`src/rtl/mode_sequencer.sv`:
```
// Central mode controller for the clock/timer/stopwatch display: owns the display mode, mux select,
// colour/blank outputs, routes front-panel button edges as one-cycle command pulses to the active
// function, auto-repeats the timer add buttons and runs the timer-expiry alarm.
// Ports: clk/reset (sync, active-high); tick_khz enable strobe; select/toggle/add_one/add_ten buttons
// and timer_done (levels); mux_select, disp_blue, disp_blank, command pulses, alarm_active (all registered).
module mode_sequencer #(
  parameter int unsigned HOLD_TICKS   = 500,
  parameter int unsigned REPEAT_TICKS = 100,
  parameter int unsigned BLINK_TICKS  = 250,
  parameter int unsigned ALARM_TICKS  = 10000
) (
  input  logic       clk,
  input  logic       reset,
  input  logic       tick_khz,
  input  logic       select_btn,
  input  logic       toggle_btn,
  input  logic       add_one_btn,
  input  logic       add_ten_btn,
  input  logic       timer_done,
  output logic [1:0] mux_select,
  output logic       disp_blue,
  output logic       disp_blank,
  output logic       sw_toggle,
  output logic       tmr_toggle,
  output logic       tmr_add_one,
  output logic       tmr_add_ten,
  output logic       alarm_active
);

  localparam int HW = $clog2(HOLD_TICKS + 1);
  localparam int RW = $clog2(REPEAT_TICKS + 1);
  localparam int BW = $clog2(BLINK_TICKS + 1);
  localparam int AW = $clog2(ALARM_TICKS + 1);

  // Low two bits of the mode states equal the display mux code.
  typedef enum logic [2:0] {
    S_M12   = 3'd0,
    S_M24   = 3'd1,
    S_MSW   = 3'd2,
    S_MTMR  = 3'd3,
    S_ALARM = 3'd4
  } state_t;

  state_t state_q, state_d;
  state_t saved_mode_q, saved_mode_d;

  // Bit order: 0 select, 1 toggle, 2 add_one, 3 add_ten, 4 timer_done
  logic [4:0] btn_in;
  logic [4:0] btn_edge;
  logic [4:0] btn_prev_q, btn_prev_d;

  logic [1:0][HW-1:0] hold_cnt_q, hold_cnt_d;
  logic [1:0][RW-1:0] rep_cnt_q, rep_cnt_d;
  logic [BW-1:0]      blink_cnt_q, blink_cnt_d;
  logic [AW-1:0]      alarm_cnt_q, alarm_cnt_d;

  logic [1:0] mux_select_q, mux_select_d;
  logic       disp_blue_q, disp_blue_d;
  logic       disp_blank_q, disp_blank_d;
  logic       sw_toggle_q, sw_toggle_d;
  logic       tmr_toggle_q, tmr_toggle_d;
  logic       tmr_add_one_q, tmr_add_one_d;
  logic       tmr_add_ten_q, tmr_add_ten_d;
  logic       alarm_active_q, alarm_active_d;

  logic [1:0] add_btn;
  logic [1:0] add_edge_pulse;
  logic [1:0] add_rep_pulse;
  logic       ack_edge;
  logic       stay_tmr;

  assign btn_in     = {timer_done, add_ten_btn, add_one_btn, toggle_btn, select_btn};
  assign btn_edge   = btn_in & ~btn_prev_q;
  assign btn_prev_d = btn_in;
  assign add_btn    = {add_ten_btn, add_one_btn};
  // Any panel button edge acknowledges the alarm; timer_done does not.
  assign ack_edge   = |btn_edge[3:0];

  always_comb begin
    state_d        = state_q;
    saved_mode_d   = saved_mode_q;
    blink_cnt_d    = blink_cnt_q;
    alarm_cnt_d    = alarm_cnt_q;
    hold_cnt_d     = hold_cnt_q;
    rep_cnt_d      = rep_cnt_q;
    disp_blank_d   = 1'b0;
    sw_toggle_d    = 1'b0;
    tmr_toggle_d   = 1'b0;
    add_edge_pulse = 2'b00;
    add_rep_pulse  = 2'b00;
    stay_tmr       = 1'b0;

    if (state_q == S_ALARM) begin
      disp_blank_d = disp_blank_q;
      // The acknowledging edge is swallowed here: no routing, no mode advance.
      if (ack_edge || (tick_khz && alarm_cnt_q == AW'(ALARM_TICKS - 1))) begin
        state_d      = saved_mode_q;
        disp_blank_d = 1'b0;
        blink_cnt_d  = '0;
        alarm_cnt_d  = '0;
      end else if (tick_khz) begin
        if (alarm_cnt_q != AW'(ALARM_TICKS)) begin
          alarm_cnt_d = alarm_cnt_q + 1'b1;
        end
        if (blink_cnt_q == BW'(BLINK_TICKS - 1)) begin
          blink_cnt_d  = '0;
          disp_blank_d = ~disp_blank_q;
        end else begin
          blink_cnt_d = blink_cnt_q + 1'b1;
        end
      end
    end else begin
      // Commands route on the pre-advance state, even when the mode changes this cycle.
      sw_toggle_d    = btn_edge[1] && (state_q == S_MSW);
      tmr_toggle_d   = btn_edge[1] && (state_q == S_MTMR);
      add_edge_pulse = (state_q == S_MTMR) ? btn_edge[3:2] : 2'b00;

      if (btn_edge[4]) begin
        // Timer expiry beats a coincident select; save the pre-edge mode.
        saved_mode_d = state_q;
        state_d      = S_ALARM;
        blink_cnt_d  = '0;
        alarm_cnt_d  = '0;
      end else if (btn_edge[0]) begin
        case (state_q)
          S_M12:   state_d = S_M24;
          S_M24:   state_d = S_MSW;
          S_MSW:   state_d = S_MTMR;
          default: state_d = S_M12;
        endcase
      end
    end

    // Hold/repeat counters only run while the timer mode is stable; any mode change clears them.
    stay_tmr = (state_q == S_MTMR) && (state_d == S_MTMR);
    for (int i = 0; i < 2; i++) begin
      if (!stay_tmr || !add_btn[i]) begin
        hold_cnt_d[i] = '0;
        rep_cnt_d[i]  = '0;
      end else if (tick_khz) begin
        if (hold_cnt_q[i] != HW'(HOLD_TICKS)) begin
          hold_cnt_d[i] = hold_cnt_q[i] + 1'b1;
          if (hold_cnt_q[i] == HW'(HOLD_TICKS - 1)) begin
            add_rep_pulse[i] = 1'b1;
          end
        end else if (rep_cnt_q[i] == RW'(REPEAT_TICKS - 1)) begin
          rep_cnt_d[i]     = '0;
          add_rep_pulse[i] = 1'b1;
        end else begin
          rep_cnt_d[i] = rep_cnt_q[i] + 1'b1;
        end
      end
    end

    tmr_add_one_d  = add_edge_pulse[0] | add_rep_pulse[0];
    tmr_add_ten_d  = add_edge_pulse[1] | add_rep_pulse[1];
    mux_select_d   = (state_d == S_ALARM) ? 2'b11 : 2'(state_d);
    disp_blue_d    = (state_d == S_M24);
    alarm_active_d = (state_d == S_ALARM);
  end

  always_ff @(posedge clk) begin
    if (reset) begin
      state_q        <= S_M12;
      saved_mode_q   <= S_M12;
      btn_prev_q     <= '0;
      hold_cnt_q     <= '0;
      rep_cnt_q      <= '0;
      blink_cnt_q    <= '0;
      alarm_cnt_q    <= '0;
      mux_select_q   <= 2'b00;
      disp_blue_q    <= 1'b0;
      disp_blank_q   <= 1'b0;
      sw_toggle_q    <= 1'b0;
      tmr_toggle_q   <= 1'b0;
      tmr_add_one_q  <= 1'b0;
      tmr_add_ten_q  <= 1'b0;
      alarm_active_q <= 1'b0;
    end else begin
      state_q        <= state_d;
      saved_mode_q   <= saved_mode_d;
      btn_prev_q     <= btn_prev_d;
      hold_cnt_q     <= hold_cnt_d;
      rep_cnt_q      <= rep_cnt_d;
      blink_cnt_q    <= blink_cnt_d;
      alarm_cnt_q    <= alarm_cnt_d;
      mux_select_q   <= mux_select_d;
      disp_blue_q    <= disp_blue_d;
      disp_blank_q   <= disp_blank_d;
      sw_toggle_q    <= sw_toggle_d;
      tmr_toggle_q   <= tmr_toggle_d;
      tmr_add_one_q  <= tmr_add_one_d;
      tmr_add_ten_q  <= tmr_add_ten_d;
      alarm_active_q <= alarm_active_d;
    end
  end

  assign mux_select   = mux_select_q;
  assign disp_blue    = disp_blue_q;
  assign disp_blank   = disp_blank_q;
  assign sw_toggle    = sw_toggle_q;
  assign tmr_toggle   = tmr_toggle_q;
  assign tmr_add_one  = tmr_add_one_q;
  assign tmr_add_ten  = tmr_add_ten_q;
  assign alarm_active = alarm_active_q;

endmodule
```
`config.mk`:
```
export PLATFORM = sky130hd
export DESIGN_NAME = mode_sequencer
export DESIGN_NICKNAME = d
export VERILOG_FILES = /design/src/rtl/mode_sequencer.sv
export SDC_FILE = /design/constraint.sdc
export NUM_CORES = 1
export LEC_CHECK = 0
export ABC_AREA = 1
export CAP_MARGIN = 15
export CORE_UTILIZATION = 60
export DETAILED_ROUTE_END_ITERATION = 12
export GPL_TIMING_DRIVEN = 0
export PLACE_DENSITY = 0.79
export SLEW_MARGIN = 20
export SYNTH_ARGS = -nofsm -noshare
export SYNTH_HDL_FRONTEND = slang
export SYNTH_SLANG_ARGS = --single-unit
```
`constraint.sdc`:
```
create_clock -name clk -period 3.65 [get_ports clk]
set_input_delay 0.5475 -clock clk [delete_from_list [all_inputs] [get_ports clk]]
set_output_delay 0.5475 -clock clk [all_outputs]
set_load 0.1 [all_outputs]
```
==> metrics.md <==
| Metric | Value |
|---|---|
| Status | `complete, no violations` |
| Worst Setup SP | `disp_blank$_SDFFE_PP0P_` |
| Post-synthesis instance total | `~580` |
| First-pass GRT wire length | `15,100 um` |
| Worst Path Required | `3100 ps` |
| Wire length per cell after detailed routing | `12.7 um` |
| Number of I/O pins | `17` |
| Post-synthesis net count | `between 500 and 600` |
| Width of the chip | `83.6 um` |
| Cell at the slowest stage of the critical path | `clkdlybuf4s50_1` |
| Routability congestion estimate from global placement | `0.868` |
| Worst reg2reg setup slack | `1600 ps` |
| Cell family contributing the most delay on the critical path | `buffers and inverters` |
| Largest stage delay, worst path | `1150 ps` |
| Depth of the worst register-to-register path | `11` |
| Clock Skew | `4.89 ps` |
| Die extent in y | `83.6 um` |
| Antenna violations before repair | `0` |
| Count of different cell masters after synthesis | `38` |
| Grt total ovfl | `0` |
| Vias | `3,701` |
| Core Box Area | `6390 um^2` |
| FMAX | `0.417 GHz` |
| Total Die Area | `about 7000 um^2` |
| Fin crit share | `0.657` |
| Final #Nets | `620` |
| Avg Vias per Cell | `5.42` |
| Worst-skew pair later-pin latency | `350 ps` |
| Number of buffers inserted by hold repair at cts | `0` |
| Crit-path max FO | `3` |
| Ordered cell list for the critical path | `clkdlybuf4s50_1` |
| RSZ-0062 raised after global routing | `false` |
| IO Port Bufs | `15` |
| End of the critical path | `disp_blank` |
| Via count of the first global-routing pass | `3,436` |
| Transition time at the pin with the least slew margin | `968 ps` |
| Max-slew headroom | `0.353` |
| Setup Total Neg Slack | `0 ps` |
| Share of cells above drive strength 1 | `0.0924` |
| Final routed wirelength across all metal layers | `8670 um` |
| Worst supply voltage drop on vdd | `0.489 mV` |
| Clock tree from TritonCTS | `done` |
| # Max-Cap Violations | `0` |
| Sequential cell area fraction in the yosys report | `0.371` |
| Count of TritonRoute iterations in the first routing pass | `5` |
| Pin count of the biggest net entering global routing | `12` |
| Relative area change from synthesis to final layout | `10.4%` |
| Number of pins with negative max-slew slack in the final report | `0` |
| Average size of a mapped cell | `between 6 and 7 um^2` |
| Number of buffers created by CTS | `9` |
| Data arrival time of the critical path | `1850 ps` |
| Final Hold Fails | `0` |
| First DRT Iteration DRCs | `between 200 and 250` |
| Total power divided by cell area | `between 300 and 400 nW/um^2` |
| Worst Path Class, Setup | `reg2out` |
| Finish-stage setup viols | `0` |
| Count of cells resized by post-cts repair | `0` |
| Clock Pin Slew Worst Setup and Hold Paths | `70 ps` |
| FF+latch count, synth | `74` |
| Kind of capture point of the worst setup path | `output port` |
| Number of buffers and inverters on the critical path | `1` |
| Total of warnings raised by yosys | `0` |
| Total stage count of the critical path | `1` |
| H-tree levels | `3` |
| Final critical-path required period | `2400 ps` |
| Final Hold Slack | `roughly 470 ps` |
| Post-CTS setup buffer count | `0` |
| Worst hold path class | `reg2reg` |
| Maximum clock insertion buffer count | `2` |
| Worst reg2reg path endpoint | `mux_select[0]$_SDFF_PP0_` |
| Leakage power | `0.00178 uW` |
| N_diodes | `0` |
| Half-perimeter wire length of the detailed placement result | `between 6000 and 7000 um` |
| Post-synth design cell area | `3990 um^2` |
| Cell Rows | `29` |
| Overall power | `roughly 1600 uW` |
| Initial core utilization | `0.625` |
| Sort of element at the start of the critical path | `flop` |
| Root cell of the clock tree | `clkbuf_8` |
| Number of DRC violations after detailed routing | `0` |
| CTS Sinks | `74` |
| Worst R2R Start | `alarm_cnt_q[0]$_SDFFE_PP0P_` |
| Number of routed nets with antenna violations | `0` |
| Total global-route track usage | `0.265` |
-- layout make-up --
type	instances	area [um^2]
inverter	84	315
buffer	10	68.8
timing repair buffer	15	150
tap	77	96.3
fill	547	1980
sequential	74	1480
multi-input combinational	408	2130
clock buffer	12	155
clock inverter	3	15.0
-- power by group --
part	total, uW	internal, uW	switching (uW)	leakage [uW]
registers	843	828	14.7	0.000600
clock network	572	277	295	0.0000920
logic	220	58.3	162	0.00109
-- registers in the layout, indices dropped and copies added, names as in the netlist --
signal        flops
alarm_active      1
alarm_cnt_q      14
blink_cnt_q       8
btn_prev_q        5
disp_blank        1
disp_blue         1
hold_cnt_q       18
mux_select        2
rep_cnt_q        14
saved_mode_q      3
state_q           3
sw_toggle         1
tmr_add_one       1
tmr_add_ten       1
tmr_toggle        1
-- synth_stat cells (all sizes together) --
| library cell | count | share of area |
|---|---|---|
| a211oi | 3 | 0.0056 |
| a21oi | 29 | 0.045 |
| a31oi | 1 | 0.0016 |
| buf | 8 | 0.015 |
| clkbuf | 2 | 0.0019 |
| dfxtp | 74 | 0.37 |
| ha | 10 | 0.031 |
| inv | 84 | 0.079 |
| mux2i | 1 | 0.0025 |
| nand2 | 138 | 0.14 |
| nand3 | 42 | 0.060 |
| nand3b | 2 | 0.0038 |
| nand4 | 19 | 0.034 |
| nor2 | 97 | 0.099 |
| nor3 | 18 | 0.024 |
| nor3b | 4 | 0.0075 |
| nor4 | 3 | 0.0047 |
| o211ai | 1 | 0.0019 |
| o21ai | 12 | 0.015 |
| o21bai | 1 | 0.0019 |
| o31a | 1 | 0.0022 |
| o31ai | 1 | 0.0019 |
| or2 | 2 | 0.0031 |
| xnor2 | 7 | 0.015 |
| xor2 | 16 | 0.035 |
-- worst min path at each step --
stage                                start                     endpoint  slack [ps]  cells past startpoint
6_report       blink_cnt_q[5]$_SDFFE_PP0P_  blink_cnt_q[5]$_SDFFE_PP0P_         470                      2
5_1_grt        blink_cnt_q[5]$_SDFFE_PP0P_  blink_cnt_q[5]$_SDFFE_PP0P_         510                      2
4_1_cts            disp_blank$_SDFFE_PP0P_      disp_blank$_SDFFE_PP0P_         480                      1
3_5_place_dp       disp_blank$_SDFFE_PP0P_      disp_blank$_SDFFE_PP0P_         470                      1
3_3_place_gp   blink_cnt_q[5]$_SDFFE_PP0P_  blink_cnt_q[5]$_SDFFE_PP0P_         430                      2
2_1_floorplan  blink_cnt_q[5]$_SDFFE_PP0P_  blink_cnt_q[5]$_SDFFE_PP0P_         420                      2
-- placed cells by master (no fill, tap or decap), drive strengths merged --
| master | n |
|---|---|
| nor3 | 18 |
| nand4 | 19 |
| a211oi | 3 |
| clkinv | 3 |
| nand3b | 2 |
| dfxtp | 74 |
| o21bai | 1 |
| nor2 | 97 |
| a21oi | 29 |
| o31a | 1 |
| o31ai | 1 |
| nand2 | 138 |
| a31oi | 1 |
| clkdlybuf4s50 | 15 |
| nand3 | 42 |
| nor4 | 3 |
| clkbuf | 14 |
| ha | 10 |
| xnor2 | 7 |
| o211ai | 1 |
| inv | 84 |
| xor2 | 16 |
| nor3b | 4 |
| buf | 8 |
| or2 | 2 |
| o21ai | 12 |
| mux2i | 1 |
-- cells by family after synthesis --
kind of cell,synth area share
buf+inv,0.0962
flops,0.371
mux,0.00251
simple gates,0.374
xor+xnor,0.0505
compound gates,0.0749
fa+ha+maj,0.0313
-- per-stage QoR --
stage                util  setup slack [ps]  cell area [um^2]  cells
CTS                 0.690              1240              4410    683
detailed placement  0.664              1170              4240    668
floorplan               -              1990              3990    576
finish              0.690              1250              4410    683
global route        0.690              1200              4410    683
global placement    0.664              1180              4240    668
-- per-layer routing --
metal / part of all wire / GRT usage
met5: 0 / 0
met4: 0.018 / 0.105
met3: 0.041 / 0.0376
met2: 0.48 / 0.452
met1: 0.46 / 0.338
-- worst reg2reg max path: stages (launching register included) --
cell and delay, ps:
dfxtp_1 400, ha_1 160, buf_2 180, nand3_1 140
nor2_1 220, nand2_1 160, nand2_1 220, nand2_1 90
o31ai_1 110, nor2_1 90, nand2_1 110, nand2_1 60
No activity file was read; power rests on OpenSTA's default activity.
